--- config.mk ---
export PLATFORM = sky130hd
export DESIGN_NAME = logo_motion_ctrl
export DESIGN_NICKNAME = d
export VERILOG_FILES = /design/src/rtl/logo_motion_ctrl.sv
export SDC_FILE = /design/constraint.sdc
export NUM_CORES = 1
export LEC_CHECK = 0
export CAP_MARGIN = 30
export CORE_ASPECT_RATIO = 1.1
export CORE_MARGIN = 2
export CORE_UTILIZATION = 58
export DETAILED_ROUTE_END_ITERATION = 10
export GPL_TIMING_DRIVEN = 0
export PLACE_DENSITY = 0.79
export SYNTH_ARGS = -nofsm -noshare
export SYNTH_HDL_FRONTEND = slang
export SYNTH_SLANG_ARGS = --single-unit
export TNS_END_PERCENT = 20
--- constraint.sdc ---
create_clock -name clk -period 2.6 [get_ports clk]
set_input_delay 0.52 -clock clk [delete_from_list [all_inputs] [get_ports clk]]
set_output_delay 0.52 -clock clk [all_outputs]
set_load 0.1 [all_outputs]
--- src/rtl/logo_motion_ctrl.sv ---
// Purpose: frame-rate ping-pong animation of the logo offset delt, paced by VGA vsync.
// Latency: frame_tick 3 clk after vsync goes active; delt/dir update 1 clk after frame_tick.
// Backpressure: none; the painter samples delt freely, enable low freezes motion in place.
module logo_motion_ctrl #(
  parameter int MAX_DELT      = 100,
  parameter int STEP          = 2,
  parameter int FRAME_DIV     = 1,
  parameter int DWELL         = 30,
  parameter int VS_ACTIVE_LOW = 1
) (
  input  logic        clk,
  input  logic        rst,
  input  logic        enable,
  input  logic        vsync,
  output logic [10:0] delt,
  output logic        dir,
  output logic        frame_tick
);

  // Level vsync rests at between pulses; synchronizer flops reset here.
  localparam logic        VS_IDLE  = 1'(VS_ACTIVE_LOW != 0);
  localparam logic [11:0] MAX12    = 12'(MAX_DELT);
  localparam logic [11:0] STEP12   = 12'(STEP);
  localparam logic [10:0] MAX11    = 11'(MAX_DELT);
  localparam logic [10:0] STEP11   = 11'(STEP);
  localparam logic [7:0]  DIV_LAST = 8'(FRAME_DIV - 1);
  localparam logic [7:0]  DWELL8   = 8'(DWELL);

  typedef enum logic [2:0] {
    S_IDLE   = 3'd0,
    S_RIGHT  = 3'd1,
    S_HOLD_R = 3'd2,
    S_LEFT   = 3'd3,
    S_HOLD_L = 3'd4
  } state_t;

  logic        vs_s1_q, vs_s1_d;
  logic        vs_s2_q, vs_s2_d;
  logic        vs_s3_q, vs_s3_d;
  logic        tick_q, tick_d;
  state_t      state_q, state_d;
  logic [10:0] delt_q, delt_d;
  logic        dir_q, dir_d;
  logic [7:0]  frame_cnt_q, frame_cnt_d;
  logic [7:0]  dwell_cnt_q, dwell_cnt_d;

  logic        act1, act2, act3;
  logic [11:0] sum_up;
  logic        upd;

  // Synchronizer chain plus edge-detect stage, and the frame-start qualifier.
  // s1 only confirms that the pulse is still active one sample later, so a
  // 1-clk spike never ticks; s3 must be inactive, so one pulse gives one tick.
  always_comb begin
    vs_s1_d = vsync;
    vs_s2_d = vs_s1_q;
    vs_s3_d = vs_s2_q;
    act1    = vs_s1_q ^ VS_IDLE;
    act2    = vs_s2_q ^ VS_IDLE;
    act3    = vs_s3_q ^ VS_IDLE;
    tick_d  = act2 & act1 & ~act3;
  end

  // Motion FSM: next state, offset, direction and frame/dwell counters.
  always_comb begin
    state_d     = state_q;
    delt_d      = delt_q;
    dir_d       = dir_q;
    frame_cnt_d = frame_cnt_q;
    dwell_cnt_d = dwell_cnt_q;
    sum_up      = {1'b0, delt_q} + STEP12;
    upd         = tick_q && (frame_cnt_q == DIV_LAST);

    if (!enable) begin
      // Freeze wins over any coincident update; offset and direction are kept.
      state_d     = S_IDLE;
      frame_cnt_d = 8'd0;
      dwell_cnt_d = 8'd0;
    end else begin
      case (state_q)
        S_IDLE: begin
          frame_cnt_d = 8'd0;
          dwell_cnt_d = 8'd0;
          state_d     = dir_q ? S_RIGHT : S_LEFT;
        end
        S_RIGHT: begin
          if (tick_q) begin
            if (upd) begin
              frame_cnt_d = 8'd0;
              if (sum_up >= MAX12) begin
                delt_d  = MAX11;
                state_d = S_HOLD_R;
              end else begin
                delt_d = sum_up[10:0];
              end
            end else begin
              frame_cnt_d = frame_cnt_q + 8'd1;
            end
          end
        end
        S_HOLD_R: begin
          if (tick_q) begin
            if (dwell_cnt_q >= DWELL8) begin
              dir_d       = 1'b0;
              state_d     = S_LEFT;
              dwell_cnt_d = 8'd0;
            end else begin
              dwell_cnt_d = dwell_cnt_q + 8'd1;
            end
          end
        end
        S_LEFT: begin
          if (tick_q) begin
            if (upd) begin
              frame_cnt_d = 8'd0;
              if ({1'b0, delt_q} <= STEP12) begin
                delt_d  = 11'd0;
                state_d = S_HOLD_L;
              end else begin
                delt_d = delt_q - STEP11;
              end
            end else begin
              frame_cnt_d = frame_cnt_q + 8'd1;
            end
          end
        end
        S_HOLD_L: begin
          if (tick_q) begin
            if (dwell_cnt_q >= DWELL8) begin
              dir_d       = 1'b1;
              state_d     = S_RIGHT;
              dwell_cnt_d = 8'd0;
            end else begin
              dwell_cnt_d = dwell_cnt_q + 8'd1;
            end
          end
        end
        default: begin
          state_d     = S_IDLE;
          frame_cnt_d = 8'd0;
          dwell_cnt_d = 8'd0;
        end
      endcase
    end
  end

  // State registers; synchronizer flops reset to the inactive sync level.
  always_ff @(posedge clk or negedge rst) begin
    if (!rst) begin
      vs_s1_q     <= VS_IDLE;
      vs_s2_q     <= VS_IDLE;
      vs_s3_q     <= VS_IDLE;
      tick_q      <= 1'b0;
      state_q     <= S_IDLE;
      delt_q      <= 11'd0;
      dir_q       <= 1'b1;
      frame_cnt_q <= 8'd0;
      dwell_cnt_q <= 8'd0;
    end else begin
      vs_s1_q     <= vs_s1_d;
      vs_s2_q     <= vs_s2_d;
      vs_s3_q     <= vs_s3_d;
      tick_q      <= tick_d;
      state_q     <= state_d;
      delt_q      <= delt_d;
      dir_q       <= dir_d;
      frame_cnt_q <= frame_cnt_d;
      dwell_cnt_q <= dwell_cnt_d;
    end
  end

  assign delt       = delt_q;
  assign dir        = dir_q;
  assign frame_tick = tick_q;

endmodule
==> flow_summary.ini <==
[run]
maxCapViolations = 0

[timing]
timing.final.ws_setup_ns = 0.115
fin_skew_ns = 0.00369
finalSetupViolCount = 0
rsz0062_at_grt = false
final.period_utilization = 0.956
tns_ns = 0
hold_viol = 0
fin_crit_ns = 2.48
drv_slew = 0
tightest_slew_ns = 0.971
fmax_mhz = 402
relSlewSlack = 0.350

[cts]
post-cts-setup-buffers = 0
cts_tree = done
cts.sinks = 34
cts-root-buf = clkbuf_8
clock_latency_ns = 0.29
clk_pin_slew_worst_paths_ns = 0.06
numCtsBuffers = 5
cts_resized = 0
htreeDepth = 2
ctsHoldBuffers = 0
cts.path.max_buffers = 2

[worst_setup_path]
path_buf_inv = 1
critPathSlowestCell = clkdlybuf4s50_1
critical_path_arrival_ns = 1.96
path_cells = clkdlybuf4s50_1
worstSetupStartpointType = register
critPathKind = register to output port
cp_max_fo = 3
crit_family = buffers and inverters
cp.required_ns = 2.08
cp_slowest_stage_delay_ns = 1.13
endpoint_kind = output port

[finish]
syn2layout_area_growth_pct = 13.9
fin_util = 0.683
nNetsFinal = 273
num-fill-cells = 322
final_cells = 313
final_layout_size_suffix_gt1_frac = 0.148
antenna_cells = 0

[die]
die_width_um = 62.4
num_rows = 23
core_um2 = 3630
dieArea_um2 = 4260
die_h_um = 68.2
ios = 17
start_util = 0.600

[drt]
ant_nets = 0
via_per_inst = 5.84
drt-initial-drc-count = 140
wl_per_cell_um = 14.7
wirelength_mm = 4.59
vias = 1828
route.detailed.drc = 0
drtPass1Iterations = 5

[synthesis]
syn-num-nets = 251
yosys_register_bits = 34
synthCells = 240
synth-edff-count = 0
ys.flop_type = dfrtp_1
async_reset_ff_frac = 1.00
syn-cell-area_um2 = 2180
seq_area_frac_synth = 0.393
synth_cell_types = 53
avgSynthCellArea_um2 = 9.07
yosysWarnings = 0

[outcome]
status = finished, final reports clean

[placement]
dp_slack_ns = 0.250
dp_cells = 305
place_congestion = 0.916
place_hpwl_mm = 3.29
portBuffers = 15

[grt]
grt_pass1_wl_mm = 7.94
antenna_found_initial = 0
grt_max_degree = 35
overflow = 0
grt.total_usage = 0.238
grt_pass1_vias = 1703

[pwr]
p_leak_nw = 1.04
cellPowerDensity_nw_per_um2 = 851
ir_drop_uv = 437

[min_path]
hold_path.class = input port to asynchronous set/reset pin
## metal layers
metal	vias up	global-route usage	wire length, um
li1	913	-	-
met1	866	0.303	2070
met2	37	0.406	2220
met3	12	0.0461	194
met4	0	0.0972	110
met5	-	0	0
## cells by family after synthesis
group	Yosys count	synth area share
other	1	0.00172
and+or+nand+nor	101	0.262
AOI/OAI and AO/OA	68	0.206
adders and majority gates	7	0.0403
DFF	34	0.393
buffers and inverters	21	0.0627
xor gates and xnor gates	6	0.0242
muxes	2	0.00978
## where the power goes
| part | internal [mW] | total, mW | switching [mW] | leakage (nW) |
|---|---|---|---|---|
| sequential | 0.599 | 0.669 | 0.0702 | 0.437 |
| combinational | 0.361 | 1.04 | 0.682 | 0.557 |
| clock | 0.213 | 0.396 | 0.183 | 0.0482 |
## state kept, by name, summed over array words and instances (netlist names), 3 cells and up
register and count:
dwell_cnt_q 8, state_q 3, frame_cnt_q 8, delt 10
## through the flow
step	hold WS, ns	area, um2	total power, mW
3_5_place_dp	0.358	2390	1.71
2_1_floorplan	0.224	2180	1.49
6_report	0.300	2480	2.11
5_1_grt	0.365	2480	2.25
3_3_place_gp	0.357	2390	1.68
4_1_cts	0.325	2480	2.12
## cells in the mapped netlist, types with 2 or more instances
cell type / n / area [um2]
o21ai_0: 24 / 120
or2_1: 2 / 12.5
a21oi_1: 11 / 55.1
nor2_1: 22 / 82.6
nand3_1: 12 / 60.1
dfstp_2: 4 / 105
nor3_1: 10 / 50.1
dfrtp_1: 30 / 751
ha_1: 7 / 87.6
o41ai_2: 2 / 32.5
nor3b_1: 3 / 22.5
o31ai_1: 7 / 52.6
and3_1: 2 / 12.5
o21ai_1: 4 / 20.0
nor4b_4: 2 / 47.6
nand2b_1: 3 / 18.8
and2_1: 3 / 18.8
nor4_1: 3 / 18.8
nand3b_1: 3 / 22.5
buf_2: 2 / 10.0
a22oi_1: 2 / 15.0
nand4_1: 3 / 18.8
buf_4: 4 / 30.0
buf_6: 4 / 45.0
a31oi_1: 4 / 25.0
nand2_1: 24 / 90.1
xor2_1: 5 / 43.8
clkbuf_1: 2 / 7.51
inv_1: 8 / 30.0
nor2b_1: 4 / 25.0
o31a_1: 2 / 17.5
## layout make-up
type,instances,area (um2),area share
Timing Repair Buffer,15,145,0.0586
Clock inverter,1,5.00,0.00202
Clock buffer,7,86.3,0.0348
Sequential cell,34,858,0.346
Multi-Input combinational cell,185,1180,0.478
Tap cell,50,62.6,0.0253
Buffer,13,106,0.0429
Inverter,8,30.0,0.0121
## cells in the final DEF, fill, tap and decap left out, drive strengths merged, types with 2 or more instances in the layout
cell	n
dfrtp	30
o21ai	28
nand2	24
nor2	22
clkdlybuf4s50	14
nand3	12
a21oi	11
buf	11
nor3	10
clkbuf	10
inv	8
o31ai	7
ha	7
xor2	5
nand3b	5
nor2b	4
a31oi	4
dfstp	4
nor4	4
nor3b	3
and2	3
nand2b	3
nand4	3
or2	3
nor4b	2
o31a	2
a22oi	2
o41ai	2
and3	2
a21o	2
## final timing paths
kind                              start        endpoint  slack [ns]  cells after the start
min in group clk                vs_s2_q         vs_s3_q        0.37                      0
worst min-delay path                rst  frame_cnt_q[2]        0.30                      1
worst max register to register  delt[1]         delt[3]        0.28                     10
max in group asynchronous           rst         delt[1]        1.78                      1
worst min register to register  vs_s2_q         vs_s3_q        0.37                      0
worst max-delay path                dir             dir        0.12                      1
Note: power is estimated with default switching activity, not from simulation.
